<file path="src/rtl/ram_sequencer.sv">
// Command sequencer for the FRANK6000 RAM. Handles single READ/WRITE and block
// COPY/FILL commands, and accounts for the RAM's one-cycle registered read port.
module ram_sequencer #(
    parameter int unsigned ADDR_WIDTH = 8,
    parameter int unsigned DATA_WIDTH = 8
) (
    input  logic                  i_clk,
    input  logic                  i_rst,
    input  logic                  i_cmd_valid,
    output logic                  o_cmd_ready,
    input  logic [1:0]            i_cmd_op,
    input  logic [ADDR_WIDTH-1:0] i_addr_a,
    input  logic [ADDR_WIDTH-1:0] i_addr_b,
    input  logic [ADDR_WIDTH-1:0] i_len,
    input  logic [DATA_WIDTH-1:0] i_wdata,
    output logic                  o_rsp_valid,
    output logic [DATA_WIDTH-1:0] o_rsp_data,
    output logic                  o_done,
    output logic                  o_busy,
    output logic [ADDR_WIDTH-1:0] o_ram_addr,
    output logic [DATA_WIDTH-1:0] o_ram_data,
    output logic                  o_ram_we,
    output logic                  o_ram_re,
    input  logic [DATA_WIDTH-1:0] i_ram_data
);

    localparam logic [1:0] OP_READ  = 2'b00;
    localparam logic [1:0] OP_WRITE = 2'b01;
    localparam logic [1:0] OP_COPY  = 2'b10;
    localparam logic [1:0] OP_FILL  = 2'b11;

    typedef enum logic [2:0] {
        S_IDLE,
        S_RD,
        S_RD_CAP,
        S_WR,
        S_CP_RD,
        S_CP_WR,
        S_FILL,
        S_DONE
    } state_t;

    state_t                  state_q, state_d;
    logic [ADDR_WIDTH-1:0]   ptr_a_q, ptr_a_d;     // READ/WRITE address, COPY source, FILL destination
    logic [ADDR_WIDTH-1:0]   ptr_b_q, ptr_b_d;     // COPY destination
    logic [ADDR_WIDTH-1:0]   cnt_q, cnt_d;         // words still to be written
    logic [DATA_WIDTH-1:0]   wdata_q, wdata_d;
    logic [DATA_WIDTH-1:0]   rsp_data_q, rsp_data_d;
    logic                    rsp_valid_q, rsp_valid_d;
    logic                    done_q, done_d;
    logic                    last_word;

    // Block terminates on the word that brings the count to zero; a zero count also ends it
    assign last_word = (cnt_q == ADDR_WIDTH'(1)) || (cnt_q == '0);

    // State and datapath registers
    always_ff @(posedge i_clk or posedge i_rst) begin
        if (i_rst) begin
            state_q     <= S_IDLE;
            ptr_a_q     <= '0;
            ptr_b_q     <= '0;
            cnt_q       <= '0;
            wdata_q     <= '0;
            rsp_data_q  <= '0;
            rsp_valid_q <= 1'b0;
            done_q      <= 1'b0;
        end else begin
            state_q     <= state_d;
            ptr_a_q     <= ptr_a_d;
            ptr_b_q     <= ptr_b_d;
            cnt_q       <= cnt_d;
            wdata_q     <= wdata_d;
            rsp_data_q  <= rsp_data_d;
            rsp_valid_q <= rsp_valid_d;
            done_q      <= done_d;
        end
    end

    // Next-state, operand capture and completion pulses
    always_comb begin
        state_d     = state_q;
        ptr_a_d     = ptr_a_q;
        ptr_b_d     = ptr_b_q;
        cnt_d       = cnt_q;
        wdata_d     = wdata_q;
        rsp_data_d  = rsp_data_q;
        rsp_valid_d = 1'b0;
        done_d      = 1'b0;

        case (state_q)
            S_IDLE: begin
                if (i_cmd_valid) begin
                    ptr_a_d = i_addr_a;
                    ptr_b_d = i_addr_b;
                    cnt_d   = i_len;
                    wdata_d = i_wdata;
                    case (i_cmd_op)
                        OP_READ:  state_d = S_RD;
                        OP_WRITE: state_d = S_WR;
                        OP_COPY:  state_d = (i_len == '0) ? S_DONE : S_CP_RD;
                        OP_FILL:  state_d = (i_len == '0) ? S_DONE : S_FILL;
                        default:  state_d = S_IDLE;
                    endcase
                end
            end
            S_RD: begin
                state_d = S_RD_CAP;
            end
            S_RD_CAP: begin
                rsp_data_d  = i_ram_data;
                rsp_valid_d = 1'b1;
                done_d      = 1'b1;
                state_d     = S_IDLE;
            end
            S_WR: begin
                done_d  = 1'b1;
                state_d = S_IDLE;
            end
            S_CP_RD: begin
                state_d = S_CP_WR;
            end
            S_CP_WR: begin
                ptr_a_d = ptr_a_q + ADDR_WIDTH'(1);
                ptr_b_d = ptr_b_q + ADDR_WIDTH'(1);
                cnt_d   = (cnt_q == '0) ? '0 : cnt_q - ADDR_WIDTH'(1);
                if (last_word) begin
                    done_d  = 1'b1;
                    state_d = S_IDLE;
                end else begin
                    state_d = S_CP_RD;
                end
            end
            S_FILL: begin
                ptr_a_d = ptr_a_q + ADDR_WIDTH'(1);
                cnt_d   = (cnt_q == '0) ? '0 : cnt_q - ADDR_WIDTH'(1);
                if (last_word) begin
                    done_d  = 1'b1;
                    state_d = S_IDLE;
                end
            end
            S_DONE: begin
                done_d  = 1'b1;
                state_d = S_IDLE;
            end
            default: begin
                state_d = S_IDLE;
            end
        endcase
    end

    // RAM pin decode from state; copy write data passes straight from the RAM read port
    always_comb begin
        o_ram_addr = '0;
        o_ram_data = '0;
        o_ram_we   = 1'b0;
        o_ram_re   = 1'b0;
        case (state_q)
            S_RD, S_CP_RD: begin
                o_ram_re   = 1'b1;
                o_ram_addr = ptr_a_q;
            end
            S_WR, S_FILL: begin
                o_ram_we   = 1'b1;
                o_ram_addr = ptr_a_q;
                o_ram_data = wdata_q;
            end
            S_CP_WR: begin
                o_ram_we   = 1'b1;
                o_ram_addr = ptr_b_q;
                o_ram_data = i_ram_data;
            end
            default: begin
                o_ram_we   = 1'b0;
            end
        endcase
    end

    assign o_cmd_ready = (state_q == S_IDLE);
    assign o_busy      = (state_q != S_IDLE);
    assign o_rsp_valid = rsp_valid_q;
    assign o_rsp_data  = rsp_data_q;
    assign o_done      = done_q;

endmodule

</file>
<file path="config.mk">
export PLATFORM = sky130hd
export DESIGN_NAME = ram_sequencer
export DESIGN_NICKNAME = d
export VERILOG_FILES = /design/src/rtl/ram_sequencer.sv
export SDC_FILE = /design/constraint.sdc
export NUM_CORES = 1
export LEC_CHECK = 0
export BUFFER_PORTS_ARGS = -buffer_cell sky130_fd_sc_hd__clkbuf_2
export CORE_MARGIN = 3
export CORE_UTILIZATION = 50
export CTS_BUF_LIST = sky130_fd_sc_hd__clkbuf_4
export DETAILED_ROUTE_END_ITERATION = 8
export PLACE_DENSITY = 0.78
export REMOVE_ABC_BUFFERS = 1
export SLEW_MARGIN = 20
export SYNTH_ARGS = -nofsm -noshare
export SYNTH_HDL_FRONTEND = slang
export SYNTH_SLANG_ARGS = --single-unit
export TNS_END_PERCENT = 1
</file>
<file path="constraint.sdc">
create_clock -name i_clk -period 4.9 [get_ports i_clk]
set_clock_uncertainty 0.1 [all_clocks]
set_input_delay 0.49 -clock i_clk [delete_from_list [all_inputs] [get_ports i_clk]]
set_output_delay 0.49 -clock i_clk [all_outputs]
set_load 0.01 [all_outputs]
</file>
# Word-level counts from Yosys, hierarchy flattened
# Cells that the tools add are included.
[totals] out_inout_bits=30 regBits=45 wordCells=63 in_bits=45
[op_classes] n_eq_ne=13 n_reduce_logical=18 muxes=21 addsub=3
[ops] op="one-hot mux 8 bit (2 select lines)" count=5
[ops] op="2-to-1 mux 8 bit" count=4
[ops] op="one-hot mux 3 bit (6 select lines)" count=1
[ops] op="adder 8 x 1 -> 8 bit (second input constant)" count=2
[ops] op="logical NOT 8 bit" count=2
[ops] op="== test 3 bit (second input constant)" count=4
[ops] op="one-hot mux 3 bit (4 select lines)" count=1
[ops] op="2-to-1 mux 3 bit" count=3
[ops] op="== test 8 x 1 -> 1 bit (second input constant)" count=1
[ops] op="AND reduction 2 bit" count=4
[ops] op="subtractor 8 x 1 -> 8 bit (second input constant)" count=1
[ops] op="== test 3 x 2 -> 1 bit (second input constant)" count=2
[ops] op="OR reduction 2 bit" count=3
[ops] op="OR reduction 3 bit" count=2
[ops] op="2-to-1 mux 1 bit" count=5
[ops] op="== test 2 bit (second input constant)" count=2
[ops] op="inequality test 2 bit (second input constant)" count=2
[ops] op="nonzero test 2 bit" count=2
[ops] op="OR reduction 4 bit" count=1
[ops] op="== test 3 x 1 -> 1 bit (second input constant)" count=1
[ops] op="logical NOT 3 bit" count=1
[ops] op="nonzero test 3 bit" count=1
[ops] op="== test 2 x 1 -> 1 bit (second input constant)" count=1
[ops] op="logical NOT 2 bit" count=1
[ops] op="3 further kinds" count=3

# Logic depth before layout (Yosys ltp)
# Gate-level depths: netlist of run 1.
[depth] word_depth=5 ltp_mapped=6 ltp_nobuf=6

# Worst setup path after synthesis of run 1
# OpenSTA, ideal clock, no wires.
[synth_timing] path_kind="reg2out" start="register state_q[2]" end="output port o_ram_re" arrival_ps=1370 path_stages_with_launch=6 path_slack_ps=2940 cell_sequence="dfrtp_1 > buf_2 > buf_2 > xor2_1 > clkbuf_1 > nor2b_1"
[synth_between] elab_chain_cells=3
[synth_rtl] element="start: declaration" line_no="43" source="state_t state_q, state_d;"
[synth_rtl] element="start signal: assignment" line_no="68" source="state_q <= state_d;"
[synth_rtl] element="== test 3 bit / == test 3 x 1 -> 1 bit (equally long branches)" line_no="157" source="case (state_q)"
[synth_rtl] element="OR reduction 2 bit *"
[synth_rtl] element="2-to-1 mux 1 bit *" line_no="157"
[synth_rtl] element="end: declaration" line_no="23" source="output logic o_ram_re,"
# Mark *: on every way between the ends. The rest lies on a longest branch, timed or not.

# Final worst setup path of run 1
[layout_timing] start="register state_q[1]" end="output port o_ram_we"
[layout_between] elab_chain_cells=3
[layout_rtl] element="== test 3 bit / == test 3 x 2 -> 1 bit (equally long branches)" line_no="157"
[layout_rtl] element="OR reduction 3 bit (no source line) *"
[layout_rtl] element="2-to-1 mux 1 bit *" line_no="157"
[layout_rtl] element="end: declaration" line_no="22" source="output logic o_ram_we,"
# Marks and branches as above.

==> flow_summary.json, run 1 <==
{
  "vias": 2350,
  "worst_pin_slew_ns": 0.895,
  "crit_type": "register to primary output",
  "syn_area_per_cell_um2": 8.98,
  "clockBufferDepth": 2,
  "grt_max_degree": 46,
  "root_buffer": "clkbuf_4",
  "avgRoutedWirePerCell_um": 15.3,
  "grt_pass1_wl_um": 10800,
  "clock_sinks": 45,
  "synth_cell_types": 46,
  "area_growth_pct": 16.9,
  "postCtsHoldBufs": 0,
  "clkSlewWorstSetupHoldPaths_ns": 0.13,
  "required_ns": 4.31,
  "timing.rr.end": "ptr_b_q[3]$_DFFE_PP0P_",
  "via_per_inst": 5.66,
  "synth_edf_count": 0,
  "ant_nets": 0,
  "ctsResizeCount": 0,
  "status": "complete, no violations",
  "synth.yosys.warnings": 0,
  "cts_buffers": 5,
  "io_buffers": 74,
  "grt_usage_pct": 22.4,
  "dominantRegCellSynth": "dfrtp_1",
  "fillers": 464,
  "max_stage_delay_ns": 0.77,
  "synth_seq_cells": 45,
  "r2r_cells": 4,
  "post-route-period-util_pct": 58.2,
  "async_flop_share_pct": 100,
  "vdd_drop_max_mv": 0.337,
  "syn_area_mm2": 0.00254,
  "seq_area_frac_synth_pct": 44.3,
  "die_y_um": 77.3,
  "diodes": 0,
  "r2r_setup_slack_ns": 2.51,
  "gp_congestion": 0.861,
  "crit_fanout": 20,
  "die-area_mm2": 0.00597,
  "gr-total-overflow": 0,
  "hold-worst-slack_ns": 0.143,
  "synth_cells": 283,
  "initial_core_util_pct": 52.8,
  "antenna_found_initial": 0,
  "leakage_nw": 1.44,
  "htreeDepth": 2,
  "max_cap_violations": 0,
  "clk_latency_ns": 0.35,
  "rsz0062_at_grt": "no",
  "drc_errors": 0,
  "period_minus_slack_ns": 2.85,
  "rows": 25,
  "drive_gt1_share_pct": 27.0,
  "drtIter0Drc": 119,
  "timing.fmax_mhz": 351,
  "path_cells": "xor2_1 > and2_0 > or2_2 > clkbuf_2",
  "crit_path_end_kind": "primary output",
  "r2r-start": "state_q[1]$_DFFE_PP0P_",
  "setup_tns_ns": 0,
  "cts_tree": "yes",
  "slew_headroom_pct": 40.1,
  "start_kind": "register",
  "crit_family": "flip-flops",
  "power.density_mw_per_mm2": 663,
  "slowest_stage": "dfrtp_1",
  "core_mm2": 0.00482,
  "timing.final.hold_violations": 0,
  "cts_setup_buffers": 0,
  "power_w": 0.00197,
  "path_buf_inv": 1,
  "worstPathArrival_ns": 2.26,
  "firstDrtPassIters": 4,
  "setup_violations": 0,
  "layout.nets": 399,
  "drv_slew": 0,
  "grt_pass1_vias": 2321,
  "hold_path.class": "input pin to asynchronous set/reset pin",
  "hpwl_um": 4730,
  "fp.dieW_um": 77.3,
  "wl_um": 6330,
  "ios": 75
}
worst max path at each step:
stage,start,endpoint,cells after the start
global placement,state_q[2]$_DFFE_PP0P_,o_ram_data[2],3
finish,state_q[1]$_DFFE_PP0P_,o_ram_we,4
floorplan,state_q[2]$_DFFE_PP0P_,cnt_q[2]$_DFFE_PP0P_,4
global route,state_q[2]$_DFFE_PP0P_,o_ram_addr[4],4
detailed placement,state_q[2]$_DFFE_PP0P_,o_ram_data[0],3
CTS,state_q[2]$_DFFE_PP0P_,o_ram_data[1],3
area by class of cell:
type	count	area, µm²	area share [%]
clock buffers	5	37.5	1.26
clock inverters	1	5.00	0.168
inverters	13	48.8	1.64
multi-input cells	208	1280	43.2
flip-flops and latches	45	1130	37.9
well taps	67	83.8	2.82
repair buffers	76	385	13.0
through the flow:
step,cells,instance area (µm²),worst slack (ns),util (%)
global route,415,2970,1.88,61.7
CTS,415,2970,2.02,61.7
global placement,409,2930,2.48,60.8
detailed placement,409,2930,2.43,60.8
finish,415,2970,2.05,61.7
floorplan,266,2460,2.60,-
where the power goes:
group,total (W),switching [W],internal (W)
logic,0.00106,0.000605,0.000459
clock network,0.000161,0.000111,0.0000500
registers,0.000743,0.000198,0.000545
total,0.00197,0.000915,0.00105
worst min-delay path, stage by stage:
cell and delay, ns:
clkbuf_2 0.08, clkinv_1 0.04, buf_4 0.47
per-layer routing:
| layer | wire length, µm | GRT usage [%] |
|---|---|---|
| met1 | 2900 | 28.4 |
| met2 | 3030 | 37.5 |
| met3 | 337 | 5.63 |
| met4 | 63 | 6.76 |
| met5 | 0 | 0 |
sequential cells by signal, indices dropped and copies added, names as in the netlist:
signal / flops
cnt_q: 8
o_done: 1
o_rsp_data: 8
o_rsp_valid: 1
ptr_a_q: 8
ptr_b_q: 8
state_q: 3
wdata_q: 8
Yosys cell counts, types with 2 or more instances:
library cell	n	area (µm²)
and3_1	5	31.3
a21oi_1	12	60.1
a22o_1	4	35.0
dfrtp_1	45	1130
o21ai_0	21	105
a311oi_1	2	17.5
a221o_1	4	40.0
buf_2	5	25.0
ha_1	5	62.6
inv_1	13	48.8
or3_1	2	12.5
a211oi_1	5	37.5
nand2_1	46	173
buf_4	3	22.5
nand3_1	6	30.0
a22oi_1	9	67.6
nor2_1	22	82.6
nor3_1	6	30.0
clkbuf_1	9	33.8
o211ai_1	2	15.0
nand3b_1	2	15.0
mux2_2	8	90.1
o21bai_1	3	22.5
nor3b_1	2	15.0
or4_1	3	22.5
nand4_1	3	18.8
or4b_1	2	20.0
xor2_1	3	26.3
a32o_1	3	30.0
a31oi_1	3	18.8
o32ai_1	3	26.3
nor2b_1	3	18.8
o22ai_1	6	37.5
layout by cell type, fill, tap and decap left out, types with 2 or more instances in the layout:
cell	n
a211oi_1	5
a21oi_1	12
a221o_1	4
a22o_1	4
a22oi_1	9
a311oi_1	2
a31oi_1	3
a32o_1	3
and3_1	5
buf_4	2
clkbuf_2	74
clkbuf_4	5
dfrtp_1	45
ha_1	5
inv_1	12
mux2_2	8
nand2_1	46
nand3_1	6
nand3b_1	2
nand4_1	3
nor2_1	22
nor2b_1	3
nor3_1	6
nor3b_1	2
o211ai_1	2
o21ai_0	21
o21bai_1	3
o22ai_1	6
o32ai_1	3
or3_1	2
or4_1	3
or4b_1	2
xor2_1	3
cells by family (layout without fill, tap and decap cells):
family | after synthesis | after routing | share of synthesized area [%]
AOI/OAI and AO/OA | 82 | 82 | 21.9
xor gates and xnor gates | 4 | 4 | 1.38
adders and majority gates | 6 | 6 | 2.86
buffers and inverters | 30 | 95 | 5.12
DFF | 45 | 45 | 44.3
muxes | 9 | 9 | 3.94
and+or+nand+nor | 107 | 107 | 20.5
No activity file was read; power rests on OpenSTA's default activity.
==> run 2: changes to the inputs <==
- clock period: 4.9 -> 2.71 ns (I/O delays scaled with it)
==> run 2 against run 1 <==
Effect of this change: count of clock-buffer cells in the layout did not move; clock power rose by 150%; die area did not move; core utilization rose by 2.8 points; total power rose by 89%; flip-flop and latch count did not move; worst setup slack got worse by 1.8 ns; via count rose by 2.0%; combinational power rose by 92%; worst hold slack got worse by 0.13 ns; sequential power rose by 75%; largest cell class unchanged.
==> flow_summary.json, run 2 (synthesis gave the netlist of run 1 again) <==
{
  "status": "complete, no violations",
  "clkSlewWorstSetupHoldPaths_ns": 0.13,
  "required_ns": 2.34,
  "timing.rr.end": "cnt_q[2]$_DFFE_PP0P_",
  "diodes": 0,
  "crit_type": "register to primary output",
  "clockBufferDepth": 2,
  "gr-total-overflow": 0,
  "initial_core_util_pct": 52.8,
  "clkPwrFrac_pct": 10.7,
  "clock_sinks": 45,
  "period_minus_slack_ns": 2.50,
  "final_common_cell": "clkbuf_2",
  "hpwl_um": 4760,
  "cts_buffers": 5,
  "layout.nets": 411,
  "r2r_cells": 6,
  "antenna_found_initial": 0,
  "io_buffers": 74,
  "fp.dieW_um": 77.3,
  "holdPathEnd": "wdata_q[2]$_DFFE_PP0P_",
  "hold_path.class": "input pin to register",
  "worstPathArrival_ns": 2.12,
  "crit_path_end_kind": "primary output",
  "setup_violations": 0,
  "intPower_w": 0.00206,
  "grt_max_degree": 28,
  "die-area_mm2": 0.00597,
  "grt_pass1_wl_um": 10600,
  "htreeDepth": 2,
  "clk_latency_ns": 0.35,
  "post-route-period-util_pct": 92.1,
  "vdd_drop_max_mv": 0.534,
  "r2r_setup_slack_ns": 0.53,
  "area_growth_pct": 22.3,
  "grt_usage_pct": 21.5,
  "final_util_pct": 64.5,
  "worst_pin_slew_ns": 0.929,
  "fillers": 424,
  "ios": 75,
  "switching_share_pct": 44.9,
  "crit_fanout": 12,
  "start_kind": "register",
  "rows": 25,
  "drive_gt1_share_pct": 28.3,
  "setup_tns_ns": 0,
  "wl_um": 6340,
  "drtIter0Drc": 104,
  "drc_errors": 0,
  "gp_congestion": 0.831,
  "p_comb_share_pct": 54.5,
  "root_buffer": "clkbuf_4",
  "cts_setup_buffers": 0,
  "timing.final.hold_violations": 0,
  "rsz0062_at_grt": "no",
  "slew_headroom_pct": 37.7,
  "max_cap_violations": 0,
  "via_per_inst": 5.60,
  "core_mm2": 0.00482,
  "die_y_um": 77.3,
  "power.density_mw_per_mm2": 1200,
  "mostFrequentLayoutCells": "clkbuf_2 (74), nand2_1 (46), dfrtp_1 (44)",
  "hold-path-cell-count": 3,
  "avgRoutedWirePerCell_um": 14.8,
  "cts_tree": "yes",
  "drv_slew": 0,
  "hp-start": "i_wdata[2]",
  "timing.fmax_mhz": 401,
  "leakage_nw": 1.51,
  "r2r-start": "cnt_q[1]$_DFFE_PP0P_",
  "vias": 2396,
  "ant_nets": 0,
  "seq_power_share_pct": 34.8,
  "power.switching_w": 0.00167,
  "firstDrtPassIters": 4,
  "grt_pass1_vias": 2320
}
==> run 2: cell count changes in the layout (fill, tap and decap cells not counted) <==
cell / previous run / this run
bufinv_16: 0 / 1
buf_4: 2 / 8
dfrtp_1: 45 / 44
dfrtp_2: 0 / 1
dlygate4sd3_1: 0 / 6
==> run 2: power groups by stage <==
stage / combinational [W] / sequential, W / clock, W
3_5_place_dp: 0.00203 / 0.00131 / 0
6_report: 0.00203 / 0.00130 / 0.000399
2_1_floorplan: 0.00131 / 0.00130 / 0
5_1_grt: 0.00228 / 0.00135 / 0.000443
3_3_place_gp: 0.00198 / 0.00129 / 0
4_1_cts: 0.00204 / 0.00129 / 0.000409
==> run 2: stage by stage <==
stage | cell area (µm²) | hold slack (ns) | power (W) | std cells | setup WS [ns]
floorplan | 2460 | 0.276 | 0.00261 | 266 | 0.407
global placement | 2970 | 0.276 | 0.00327 | 415 | 0.624
detailed placement | 2970 | 0.282 | 0.00334 | 415 | 0.553
CTS | 3080 | 0.00376 | 0.00374 | 425 | 0.156
global route | 3110 | 0.00101 | 0.00407 | 428 | 0.110
finish | 3110 | 0.0148 | 0.00373 | 428 | 0.214
==> run 2: worst max-delay path, stage by stage (launching register included) <==
cell      delay, ns
dfrtp_1        0.61
xor2_1         0.46
and2_0         0.41
or2_2          0.18
clkbuf_2       0.12
==> run 2: worst max path at each step <==
stage,from,end,slack (ns),depth (start not counted)
final,state_q[1]$_DFFE_PP0P_,o_ram_we,0.21,4
after global routing,state_q[1]$_DFFE_PP0P_,o_ram_we,0.11,4
after CTS,state_q[0]$_DFFE_PP0P_,o_ram_we,0.16,4
after detailed placement,state_q[0]$_DFFE_PP0P_,o_ram_we,0.55,4
after global placement,state_q[0]$_DFFE_PP0P_,o_ram_we,0.62,4
after floorplan,state_q[2]$_DFFE_PP0P_,cnt_q[2]$_DFFE_PP0P_,0.41,4
==> run 2: metal layers <==
layer  track usage (%)  up-vias  share of wire, %
met3              3.40        4               5.3
li1                  -     1184                 -
met5                 0        -                 0
met1              29.3     1127                46
met2              35.0       81                48
met4              7.12        0              0.87
==> run 2: layout make-up <==
class                      count  area [µm²]  share of cell area [%]
multi-input combinational    208        1280                    41.3
sequential                    45        1130                    36.3
clock buffer                   5        37.5                    1.21
clock inverter                 2        35.0                    1.13
inverter                      13        48.8                    1.57
timing repair buffer          88         490                    15.8
tap                           67        83.8                    2.70
==> run 2: repair_timing <==
action | CTS | global route
hold endpoints to repair | 25 | 3
setup endpoints to repair | 0 | 1
gates resized for setup | 0 | 1
hold buffers | 3 | 3
